$ cat src/rtl/glitch_pkg.sv
// glitch_pkg: shared definitions for the glitch trigger scheduler.
//   state_t     - sequencer states
//   SYNC_STAGES - depth of the asynchronous-input synchronizers
package glitch_pkg;

  localparam int unsigned SYNC_STAGES = 2;

  typedef enum logic [2:0] {
    IDLE,
    ARMED,
    DELAY,
    FIRE,
    GAP,
    DONE
  } state_t;

endpackage

$ cat src/rtl/edge_sync.sv
// edge_sync: synchronizes an asynchronous level into clk and flags its
// rising edges.
//   clk      - sampling clock
//   rst      - asynchronous active-high reset
//   async_in - asynchronous input level
//   rise     - one-cycle high for each synchronized rising edge of async_in
module edge_sync
  import glitch_pkg::*;
(
  input  logic clk,
  input  logic rst,
  input  logic async_in,
  output logic rise
);

  logic [SYNC_STAGES-1:0] sync_q, sync_d;
  logic                   prev_q, prev_d;

  always_comb begin
    sync_d = {sync_q[SYNC_STAGES-2:0], async_in};
    prev_d = sync_q[SYNC_STAGES-1];
  end

  always_ff @(posedge clk or posedge rst) begin
    if (rst) begin
      sync_q <= '0;
      prev_q <= 1'b0;
    end else begin
      sync_q <= sync_d;
      prev_q <= prev_d;
    end
  end

  assign rise = sync_q[SYNC_STAGES-1] & ~prev_q;

endmodule

$ cat src/rtl/glitch_scheduler.sv
// glitch_scheduler: after arm, waits for a target trigger edge, counts
// target-clock edges, then emits cfg_count glitch-trigger pulses spaced by
// cfg_gap target edges.
//   clk, rst           - glitch clock, asynchronous active-high reset
//   arm, abort         - start / cancel requests
//   ext_trig           - asynchronous target trigger (rising edge)
//   clean_target_clock - asynchronous target clock
//   cfg_delay/count/gap- configuration, latched on arm
//   glitch_trig        - PULSE_W-cycle trigger to the glitch generator
//   armed, busy, done  - registered status decoded from the state
module glitch_scheduler
  import glitch_pkg::*;
#(
  parameter int unsigned DELAY_W = 16,
  parameter int unsigned COUNT_W = 8,
  parameter int unsigned GAP_W   = 8,
  parameter int unsigned PULSE_W = 2
) (
  input  logic               clk,
  input  logic               rst,
  input  logic               arm,
  input  logic               abort,
  input  logic               ext_trig,
  input  logic               clean_target_clock,
  input  logic [DELAY_W-1:0] cfg_delay,
  input  logic [COUNT_W-1:0] cfg_count,
  input  logic [GAP_W-1:0]   cfg_gap,
  output logic               glitch_trig,
  output logic               armed,
  output logic               busy,
  output logic               done
);

  localparam int unsigned PCNT_W = (PULSE_W > 1) ? $clog2(PULSE_W) : 1;

  logic trig_rise, tclk_rise;

  edge_sync u_trig_sync (.clk(clk), .rst(rst), .async_in(ext_trig),           .rise(trig_rise));
  edge_sync u_tclk_sync (.clk(clk), .rst(rst), .async_in(clean_target_clock), .rise(tclk_rise));

  state_t             state_q, state_d;
  logic [DELAY_W-1:0] lat_delay_q, lat_delay_d, dly_q, dly_d;
  logic [GAP_W-1:0]   lat_gap_q, lat_gap_d, gap_q, gap_d;
  logic [COUNT_W-1:0] rem_q, rem_d;
  logic [PCNT_W-1:0]  pcnt_q, pcnt_d;
  logic               glitch_trig_q, glitch_trig_d;
  logic               armed_q, armed_d, busy_q, busy_d, done_q, done_d;

  always_comb begin
    state_d     = state_q;
    lat_delay_d = lat_delay_q;
    lat_gap_d   = lat_gap_q;
    dly_d       = dly_q;
    gap_d       = gap_q;
    rem_d       = rem_q;
    pcnt_d      = pcnt_q;

    if (abort) begin
      state_d = IDLE;
    end else begin
      unique case (state_q)
        IDLE: if (arm) begin
          lat_delay_d = cfg_delay;
          lat_gap_d   = cfg_gap;
          rem_d       = cfg_count;
          state_d     = (cfg_count == '0) ? DONE : ARMED;
        end
        // A target edge coinciding with the trigger is dropped because the
        // delay counter is only loaded here, not decremented.
        ARMED: if (trig_rise) begin
          dly_d   = lat_delay_q;
          state_d = DELAY;
        end
        DELAY: begin
          if (dly_q == '0) begin
            pcnt_d  = '0;
            state_d = FIRE;
          end else if (tclk_rise) begin
            dly_d = dly_q - DELAY_W'(1);
          end
        end
        FIRE: begin
          if (pcnt_q == PCNT_W'(PULSE_W - 1)) begin
            if (rem_q != '0) rem_d = rem_q - COUNT_W'(1);
            if (rem_q <= COUNT_W'(1)) begin
              state_d = DONE;
            end else begin
              gap_d   = (lat_gap_q == '0) ? GAP_W'(1) : lat_gap_q;
              state_d = GAP;
            end
          end else begin
            pcnt_d = pcnt_q + PCNT_W'(1);
          end
        end
        GAP: begin
          if (gap_q == '0) begin
            pcnt_d  = '0;
            state_d = FIRE;
          end else if (tclk_rise) begin
            gap_d = gap_q - GAP_W'(1);
          end
        end
        DONE:    state_d = IDLE;
        default: state_d = IDLE;
      endcase
    end

    // Outputs are registered from the next state so they line up with state_q.
    glitch_trig_d = (state_d == FIRE);
    armed_d       = (state_d == ARMED);
    busy_d        = (state_d == DELAY) || (state_d == FIRE) || (state_d == GAP);
    done_d        = (state_d == DONE);
  end

  always_ff @(posedge clk or posedge rst) begin
    if (rst) begin
      state_q       <= IDLE;
      lat_delay_q   <= '0;
      lat_gap_q     <= '0;
      dly_q         <= '0;
      gap_q         <= '0;
      rem_q         <= '0;
      pcnt_q        <= '0;
      glitch_trig_q <= 1'b0;
      armed_q       <= 1'b0;
      busy_q        <= 1'b0;
      done_q        <= 1'b0;
    end else begin
      state_q       <= state_d;
      lat_delay_q   <= lat_delay_d;
      lat_gap_q     <= lat_gap_d;
      dly_q         <= dly_d;
      gap_q         <= gap_d;
      rem_q         <= rem_d;
      pcnt_q        <= pcnt_d;
      glitch_trig_q <= glitch_trig_d;
      armed_q       <= armed_d;
      busy_q        <= busy_d;
      done_q        <= done_d;
    end
  end

  assign glitch_trig = glitch_trig_q;
  assign armed       = armed_q;
  assign busy        = busy_q;
  assign done        = done_q;

endmodule
$ cat config.mk
export PLATFORM = sky130hd
export DESIGN_NAME = glitch_scheduler
export DESIGN_NICKNAME = d
export VERILOG_FILES = /design/src/rtl/glitch_pkg.sv /design/src/rtl/edge_sync.sv /design/src/rtl/glitch_scheduler.sv
export SDC_FILE = /design/constraint.sdc
export NUM_CORES = 1
export LEC_CHECK = 0
export CORE_ASPECT_RATIO = 0.75
export CORE_UTILIZATION = 40
export DETAILED_ROUTE_END_ITERATION = 6
export PLACE_DENSITY = 0.65
export SLEW_MARGIN = 10
export SYNTH_ARGS = -nofsm -noshare
export SYNTH_HDL_FRONTEND = slang
export SYNTH_SLANG_ARGS = --single-unit
$ cat constraint.sdc
create_clock -name clk -period 6.1 [get_ports clk]
set_clock_uncertainty 0.15 [all_clocks]
set_input_delay 0.61 -clock clk [delete_from_list [all_inputs] [get_ports clk]]
set_output_delay 0.61 -clock clk [all_outputs]
set_load 0.01 [all_outputs]
After elaboration in Yosys (flattened, before gate mapping)
Cells that the tools add are included.

cells by class
  $add $sub $neg = 4
  order comparisons = 1
  eq/ne operators = 20
  mux-type cells = 27
  bitwise operators = 5
  reductions and logical operators = 17

operators by type and width
  cell                   number
  $mux 8                 8
  $mux 16                3
  $pmux 16 s2            1
  $pmux 8 s2             2
  $logic_not 8->1        3
  $ne 2x2->1 const B     11
  $mux 3                 7
  $logic_not 16->1       1
  $sub 16x1->16 const B  1
  $sub 8x1->8 const B    2
  $pmux 3 s5             1
  $eq 3x2->1 const B     4
  $reduce_and 5->1       2
  $eq 3x3->1 const B     3
  $le 8x1->1 const B     1
  $reduce_bool 8->1      1
  $eq 3x1->1 const B     2
  $reduce_and 6->1       1
  $reduce_bool 2->1      3
  $mux 1                 4
  $reduce_and 4->1       1
  $logic_not 3->1        1
  $not 1->1              3
  $pmux 1 s3             1
  5 further kinds        7

word-level totals
  bits in registers = 70
  input bits = 38
  word-level logic and storage cells = 89

Depth between registers and ports, before layout
  depth after elaboration = 8
  gate-level depth with buffers = 9
  mapped depth without buffers = 7

By module
A second synthesis with hierarchy kept.

second synthesis, totals
  cell total of the unflattened synthesis = 358
  area, all modules = 3,550.9 um^2

by module, submodules not included
  module            times used  cells each  area an instance (um^2)  sequential area each (um^2)
  glitch_scheduler  1           348         3,365.7                  1,601.5
  edge_sync         2           5           92.6                     75.1

Worst setup path before layout
Ideal clock, no wire load.

  path type = reg2reg
  start = register dly_q[0]
  end = register busy_q (netlist: busy)
  setup time = 0.118 ns
  arrival time = 2.402 ns
  required time = 5.832 ns
  path slack = 3.430 ns
  cell stages (with the launch flop) = 9
  buffers on the path = 1
  cell sequence = dfrtp_1 -> inv_1 -> ha_1 -> or4b_4 -> or4b_4 -> buf_6 -> o21a_4 -> a41o_4 -> a21o_1

on the way
  word-level cells in the longest chain between the ends = 7

RTL lines
  element                 RTL line                 RTL
  from (decl)             glitch_scheduler.sv:42   logic [DELAY_W-1:0] lat_delay_q, lat_delay_d, dly_q, dly_d;
  from (signal assigned)  glitch_scheduler.sv:132  dly_q <= dly_d;
  $logic_not 16->1 *      glitch_scheduler.sv:75   if (dly_q == '0) begin
  $mux 3 *                glitch_scheduler.sv:75
  $pmux 3 s5 *            glitch_scheduler.sv:61   unique case (state_q)
  $mux 3 *                glitch_scheduler.sv:58   if (abort) begin
  $eq 3x2->1              glitch_scheduler.sv:111  busy_d = (state_d == DELAY) || (state_d == FIRE) || (state_d == GAP);
  $logic_or 1x1->1        glitch_scheduler.sv:111
  $logic_or 1x1->1 *      glitch_scheduler.sv:111
  via busy_d              glitch_scheduler.sv:47   logic armed_q, armed_d, busy_q, busy_d, done_q, done_d;
  to (signal assigned)    glitch_scheduler.sv:138  busy_q <= busy_d;
  to (decl)               glitch_scheduler.sv:47

Mark *: on every way through the listed nets, which the timed path passes. The rest lies on a longest branch.
A chain may end at the register's enable or synchronous reset.

Worst setup path after layout
  start = register dly_q[0]
  end = register dly_q[14]

on the way
  word-level cells in the longest chain between the ends = 4

RTL lines
  element        RTL line                RTL
  $sub 16x1->16  glitch_scheduler.sv:79  dly_d = dly_q - DELAY_W'(1);
  $mux 16        glitch_scheduler.sv:78  end else if (tclk_rise) begin
  $mux 16        glitch_scheduler.sv:75
  $pmux 16 s2    glitch_scheduler.sv:61

Several ways; a longest one is shown, not always the timed one. The select of a mux whose other input is x is not followed.

==> results.yml <==
status:
  status: "finished clean"
placed_design:
  dp_slack_ns: 2.74
  hpwl_um: 5450
  gp_congestion: 0.817
  io_buffers: 41
detailed_routing:
  drt_wl_total_um: 7920
  drt-initial-drc-count: 216
  viasPerCell: 5.58
  drt_pre_antenna_iters: 4
  num_vias: 2806
  wl_per_cell_um: 15.8
  antenna_left: 0
  drc: 0
cts:
  cts_tree: "yes"
  cts_resized: 0
  post_cts_buffers: 0
  clock-sinks: 70
  clock_path_buffers: 2
  htreeDepth: 3
  ctsHoldBuffers: 0
  numCtsBuffers: 9
  clock_latency_ns: 0.32
  cts_root_buffer: "clkbuf_16"
  clk_pin_slew_worst_paths_ns: 0.06
logic_synthesis:
  mappedNetlistNets: 397
  netlist_instances: 355
  async_reset_ff_share_pct: 100
  ys_types: 55
  ys_warn_count: 0
  netlist_area_mm2: 0.00356
  synth_seq_cells: 70
  synth_edf_count: 0
  synth_top_area_cell: "dfrtp_1"
  yosysMostFrequentCell: "dfrtp_1"
  avgSynthCellArea_um2: 10.0
  synth_top_cells_by_count: "dfrtp_1, a21oi_1, o21ai_0"
  synth_area_leaders: "dfrtp_1, mux2_2, a21oi_1"
  yosysSeqAreaShare_pct: 49.2
  synth_top_area_share_pct: 49.2
  ys.flop_type: "dfrtp_1"
floorplan:
  std_cell_rows: 29
  dieArea_mm2: 0.00928
  die_h_um: 83.7
  coreArea_mm2: 0.00853
  initial_utilization_pct: 41.7
  die_x_um: 111
  io-pin-count: 42
layout:
  multiInputGateArea_mm2: 0.00166
  nFillCells: 767
  regArea_mm2: 0.00175
  drive_above_1_share_pct: 15.2
  nNetsFinal: 432
  n_antenna_cell: 0
  layout-area-overhead-vs-synth_pct: 22.5
sta:
  finalSetupViolCount: 0
  setup_ws_ns: 2.72
  hold_violations: 0
  setup_tns_ns: 0
  rsz0062_at_grt: "false"
  worst_pin_slew_ns: 1.06
  relSlewSlack_pct: 29.1
  fmax_mhz: 296
  timing.hold.ws_ns: 0.197
  fin_crit_sh_pct: 55.4
  slew_violations: 0
  period_needed_ns: 3.38
worst_setup_path:
  rr_startpoint: "dly_q[0]$_DFFE_PP0P_"
  path_cells: "inv_1, ha_1, or4b_4, or4b_4, o211ai_2, o21ba_2, o22a_1"
  cpPeakStageDelay_ns: 0.87
  required_ns: 6.15
  cp-end-kind: "flip-flop"
  critPathBufInv: 1
  r2r_slack_ns: 2.72
  start_kind: "flip-flop"
  startpoint: "dly_q[0]$_DFFE_PP0P_"
  cpMostUsedCell: "or4b_4"
  path_max_fanout: 30
  slowest_stage: "o211ai_2"
  critPathKind: "flip-flop to flip-flop"
  worstPathArrival_ns: 3.44
  crit_family: "compound AO/OA/AOI/OAI gates"
global_route:
  grt_pass1_vias: 2664
  antenna_found_initial: 0
  grt_overflow: 0
  grt_max_degree: 71
  grt_use_total_pct: 18.7
  grt_pass1_wl_um: 13700
flow_run:
  timing.max_cap.violations: 0
power:
  ir_worst_vdd_uv: 150
  p_leak_uw: 0.00175
  power.density_mw_per_mm2: 346
min_path:
  hp-start: "u_trig_sync.sync_q[0]$_DFF_PP0_"
  min_path_type: "flip-flop to flip-flop"
-- cell usage in the layout, fill, tap and decap left out, types with 2 or more instances in the layout --
master / n
nor4_1: 5
o211ai_1: 2
dfrtp_1: 70
nor3b_1: 3
clkbuf_16: 9
nand2b_1: 2
o22a_1: 6
a21oi_1: 35
nor2_1: 31
or4b_2: 2
or4b_4: 2
or2_2: 2
clkinv_2: 2
nor3_1: 17
ha_1: 4
nand3_1: 5
mux2_2: 24
clkinvlp_4: 2
a211oi_1: 3
a21o_1: 3
or3b_2: 2
o21ai_0: 35
a22o_1: 3
or4_1: 3
a22oi_1: 7
o22ai_1: 4
inv_1: 14
nand2_1: 11
clkdlybuf4s50_1: 41
o2bb2ai_1: 3
bufinv_16: 2
or3_1: 6
o21a_1: 2
buf_4: 3
o2111ai_1: 2
a31oi_1: 3
-- metrics by stage --
stage | instances | area [µm²] | util (%) | total power, µW
global route | 503 | 4360 | 51.1 | 1600
CTS | 503 | 4360 | 51.1 | 1520
floorplan | 355 | 3560 | - | 851
finish | 503 | 4360 | 51.1 | 1510
global placement | 487 | 4030 | 47.3 | 936
detailed placement | 487 | 4030 | 47.3 | 951
-- where the power goes --
part	internal, µW	switching, µW	total (µW)
clock	367	194	561
sequential	567	100	667
combinational	143	136	279
-- metal layers --
layer  vias up  share of wire [%]  GRT usage (%)
li1       1389                  -              -
met3         4                4.7           5.45
met5         -                  0              0
met4         0               0.74           5.09
met1      1353                 52           28.0
met2        60                 43           26.0
-- cell type report --
| type | count | share of cell area [%] |
|---|---|---|
| Timing Repair Buffer | 44 | 9.94 |
| Clock inverter | 6 | 1.95 |
| Inverter | 15 | 1.29 |
| Clock buffer | 10 | 5.49 |
| Tap cell | 108 | 3.10 |
| Multi-Input combinational cell | 250 | 38.0 |
| Sequential cell | 70 | 40.2 |
-- worst register-to-register path: stages (launching register included) --
cell,delay [ns]
dfrtp_1,0.41
inv_1,0.10
ha_1,0.23
or4b_4,0.48
or4b_4,0.58
o211ai_2,0.87
o21ba_2,0.27
o22a_1,0.19
-- registers in the layout, summed over array words and instances, names as in the netlist --
signal              flops
dly_q                  16
lat_delay_q            16
gap_q                   8
lat_gap_q               8
rem_q                   8
state_q                 3
u_tclk_sync.sync_q      2
u_trig_sync.sync_q      2
armed                   1
busy                    1
done                    1
glitch_trig             1
pcnt_q                  1
u_tclk_sync.prev_q      1
u_trig_sync.prev_q      1
-- kinds of logic after synthesis --
| group | synth area share [%] |
|---|---|
| adder cells (fa/ha/maj) | 1.41 |
| buffers and inverters | 4.26 |
| AND/OR/NAND/NOR | 15.4 |
| AO/OA/AOI/OAI | 21.8 |
| flip-flops | 49.2 |
| multiplexers | 7.88 |
-- path summary, 6_finish.rpt --
check                                                  end  cells after the start
max in group asynchronous             gap_q[7]$_DFFE_PP0P_                      3
min reg2reg                u_trig_sync.sync_q[1]$_DFF_PP0_                      0
max                                  dly_q[14]$_DFFE_PP0P_                      7
max reg2reg                          dly_q[14]$_DFFE_PP0P_                      7
min                        u_trig_sync.sync_q[1]$_DFF_PP0_                      0
min in group asynchronous             dly_q[0]$_DFFE_PP0P_                      3
Power figures use the tool's default switching activity.
==> edit: new RTL, same settings <==
Remove the register `armed_q`: a continuous assignment takes its place, so the output `armed` follows one clock earlier.
--- a/src/rtl/glitch_scheduler.sv
+++ b/src/rtl/glitch_scheduler.sv
@@ -122,7 +122,6 @@
       rem_q         <= '0;
       pcnt_q        <= '0;
       glitch_trig_q <= 1'b0;
-      armed_q       <= 1'b0;
       busy_q        <= 1'b0;
       done_q        <= 1'b0;
     end else begin
@@ -134,11 +133,12 @@
       rem_q         <= rem_d;
       pcnt_q        <= pcnt_d;
       glitch_trig_q <= glitch_trig_d;
-      armed_q       <= armed_d;
       busy_q        <= busy_d;
       done_q        <= done_d;
     end
   end
+
+  assign armed_q = armed_d;
 
   assign glitch_trig = glitch_trig_q;
   assign armed       = armed_q;
Function: changed (Yosys sat finds a counterexample within 4 cycles, from zero or initial values and one cycle with rst high).
==> edit against the unedited design <==
Clock power down 14%. Global-route usage is 0.21 points lower. Sequential cell count shrank 1. Sequential power shrank 0.9%. Critical path depth increased by 1. Maximum frequency fell by 19%. Routed wire length down 2.2%. First-iteration DRC count is 25% lower. Design area shrank 1.6%. Power down 5.7%. Worst setup slack got worse by 800 ps. Core utilization decreased by 0.82 points. Area after synthesis is 0.70% lower.
==> edit: results (changes against the unedited design) <==
[layout]
layout.clock.cell_area_share_pct=6.51  ; was 7.44%
clkbuf_count=14  ; was 10
seq_area_share_pct=40.3  ; was 40.2%
final_core_util_pct=50.3  ; was 51.1%
filler_cell_count=781  ; was 767
largest_registers=dly_q x16, lat_delay_q x16  ; unchanged
nNetsFinal=431  ; was 432
post_route_cells_drive_above_1_share_pct=14.5  ; was 15.2%
bufAreaShareNonClock_pct=10.1  ; was 9.94%
multi_input_area_share_pct=38.6  ; was 38.0%

[global_route]
via_count_of_the_first_global_routing_pass=2711  ; was 2664
track_usage_pct=18.5  ; was 18.7%
met3_usage_pct=5.91  ; was 5.45%
maximum_number_of_pins_on_one_net_before_global_route_repair=70  ; was 71
groute.layer.met2.usage_pct=25.3  ; was 26.0%
grt_use_met1_pct=27.0  ; was 28.0%
antenna_found_initial=0  ; unchanged

[placement]
gpl.final_weighted_congestion=0.786  ; was 0.817
post-place-ws_ps=2310  ; was 2740 ps
post-place-cells=486  ; was 487
hpwl_mm=5.37  ; was 5.45 mm

[synthesis]
post_synth_most_frequent_cells=dfrtp_1, a21oi_1, o21ai_0, nor2_1, mux2_2  ; unchanged
synth_fp_nets=396  ; was 397
yosysSeqAreaShare_pct=48.9  ; was 49.2%
post_synth.cell_area_avg_um2=9.98  ; was 10.0 um^2
postSynthCellCount=354  ; was 355
synth_fa_ha_area_share_pct=1.42  ; was 1.41%
synth.area.top_cells=dfrtp_1, mux2_2, a21oi_1, o21ai_0, nor2_1  ; unchanged
synth_mux_area_share_pct=7.93  ; was 7.88%

[clocking]
clock_insertion_delay_worst_skew_ps=340  ; was 320 ps
cts.sinks=69  ; was 70

[power]
worst_ir_drop_vdd_uv=251  ; was 150 uV
p_leak_nw=1.72  ; was 1.75 nW

[timing]
tightestPinTransition_ps=1090  ; was 1060 ps
hold_ws_ps=196  ; was 197 ps
finalWorstSetupSlack_ps=1920  ; was 2720 ps

[drt]
detailed_route_via_count=2783  ; was 2806
first_drt_iteration_drcs=163  ; was 216
routedWlPerCell_um=15.5  ; was 15.8 um
routed-wl-met2_mm=3.23  ; was 3.37 mm
dr_wl_met3_um=349  ; was 372 um

[setup_path]
crit_arrival_ps=3420  ; was 3440 ps
slowest_stage=or4b_4  ; was o211ai_2
r2r_slack_ps=2670  ; was 2720 ps
crit-reg2reg-launch=dly_q[1]  ; was dly_q[0]
crit_path_max_incr_delay_ps=580  ; was 870 ps
worst-path-max-fanout=6  ; was 30

[run_status]
outcome=complete, no violations  ; unchanged

==> edit: cell count changes after synthesis <==
| cell | unedited run | this run |
|---|---|---|
| dfrtp_1 | 70 | 69 |
==> edit: critical path, delay by kind of cell (launching register included) <==
kind | cells | cell delay [ps]
AND/OR/NAND/NOR | 3 | 1260
buffers and inverters | 2 | 660
AO/OA/AOI/OAI | 2 | 520
flip-flops | 1 | 400
adder cells (fa/ha/maj) | 1 | 240
==> edit: worst max-delay path by stage <==
stage,endpoint,start
floorplan,armed,dly_q[0]
global placement,armed,dly_q[0]
detailed placement,armed,dly_q[0]
CTS,armed,dly_q[0]
global route,armed,dly_q[0]
finish,armed,dly_q[1]
==> edit: report_power, final <==
group | switching [mW] | internal, mW | total (mW) | leakage, nW
clock | 0.179 | 0.305 | 0.484 | 0.139
combinational | 0.134 | 0.143 | 0.277 | 0.746
sequential | 0.100 | 0.560 | 0.661 | 0.838
total | 0.414 | 1.01 | 1.42 | 1.72
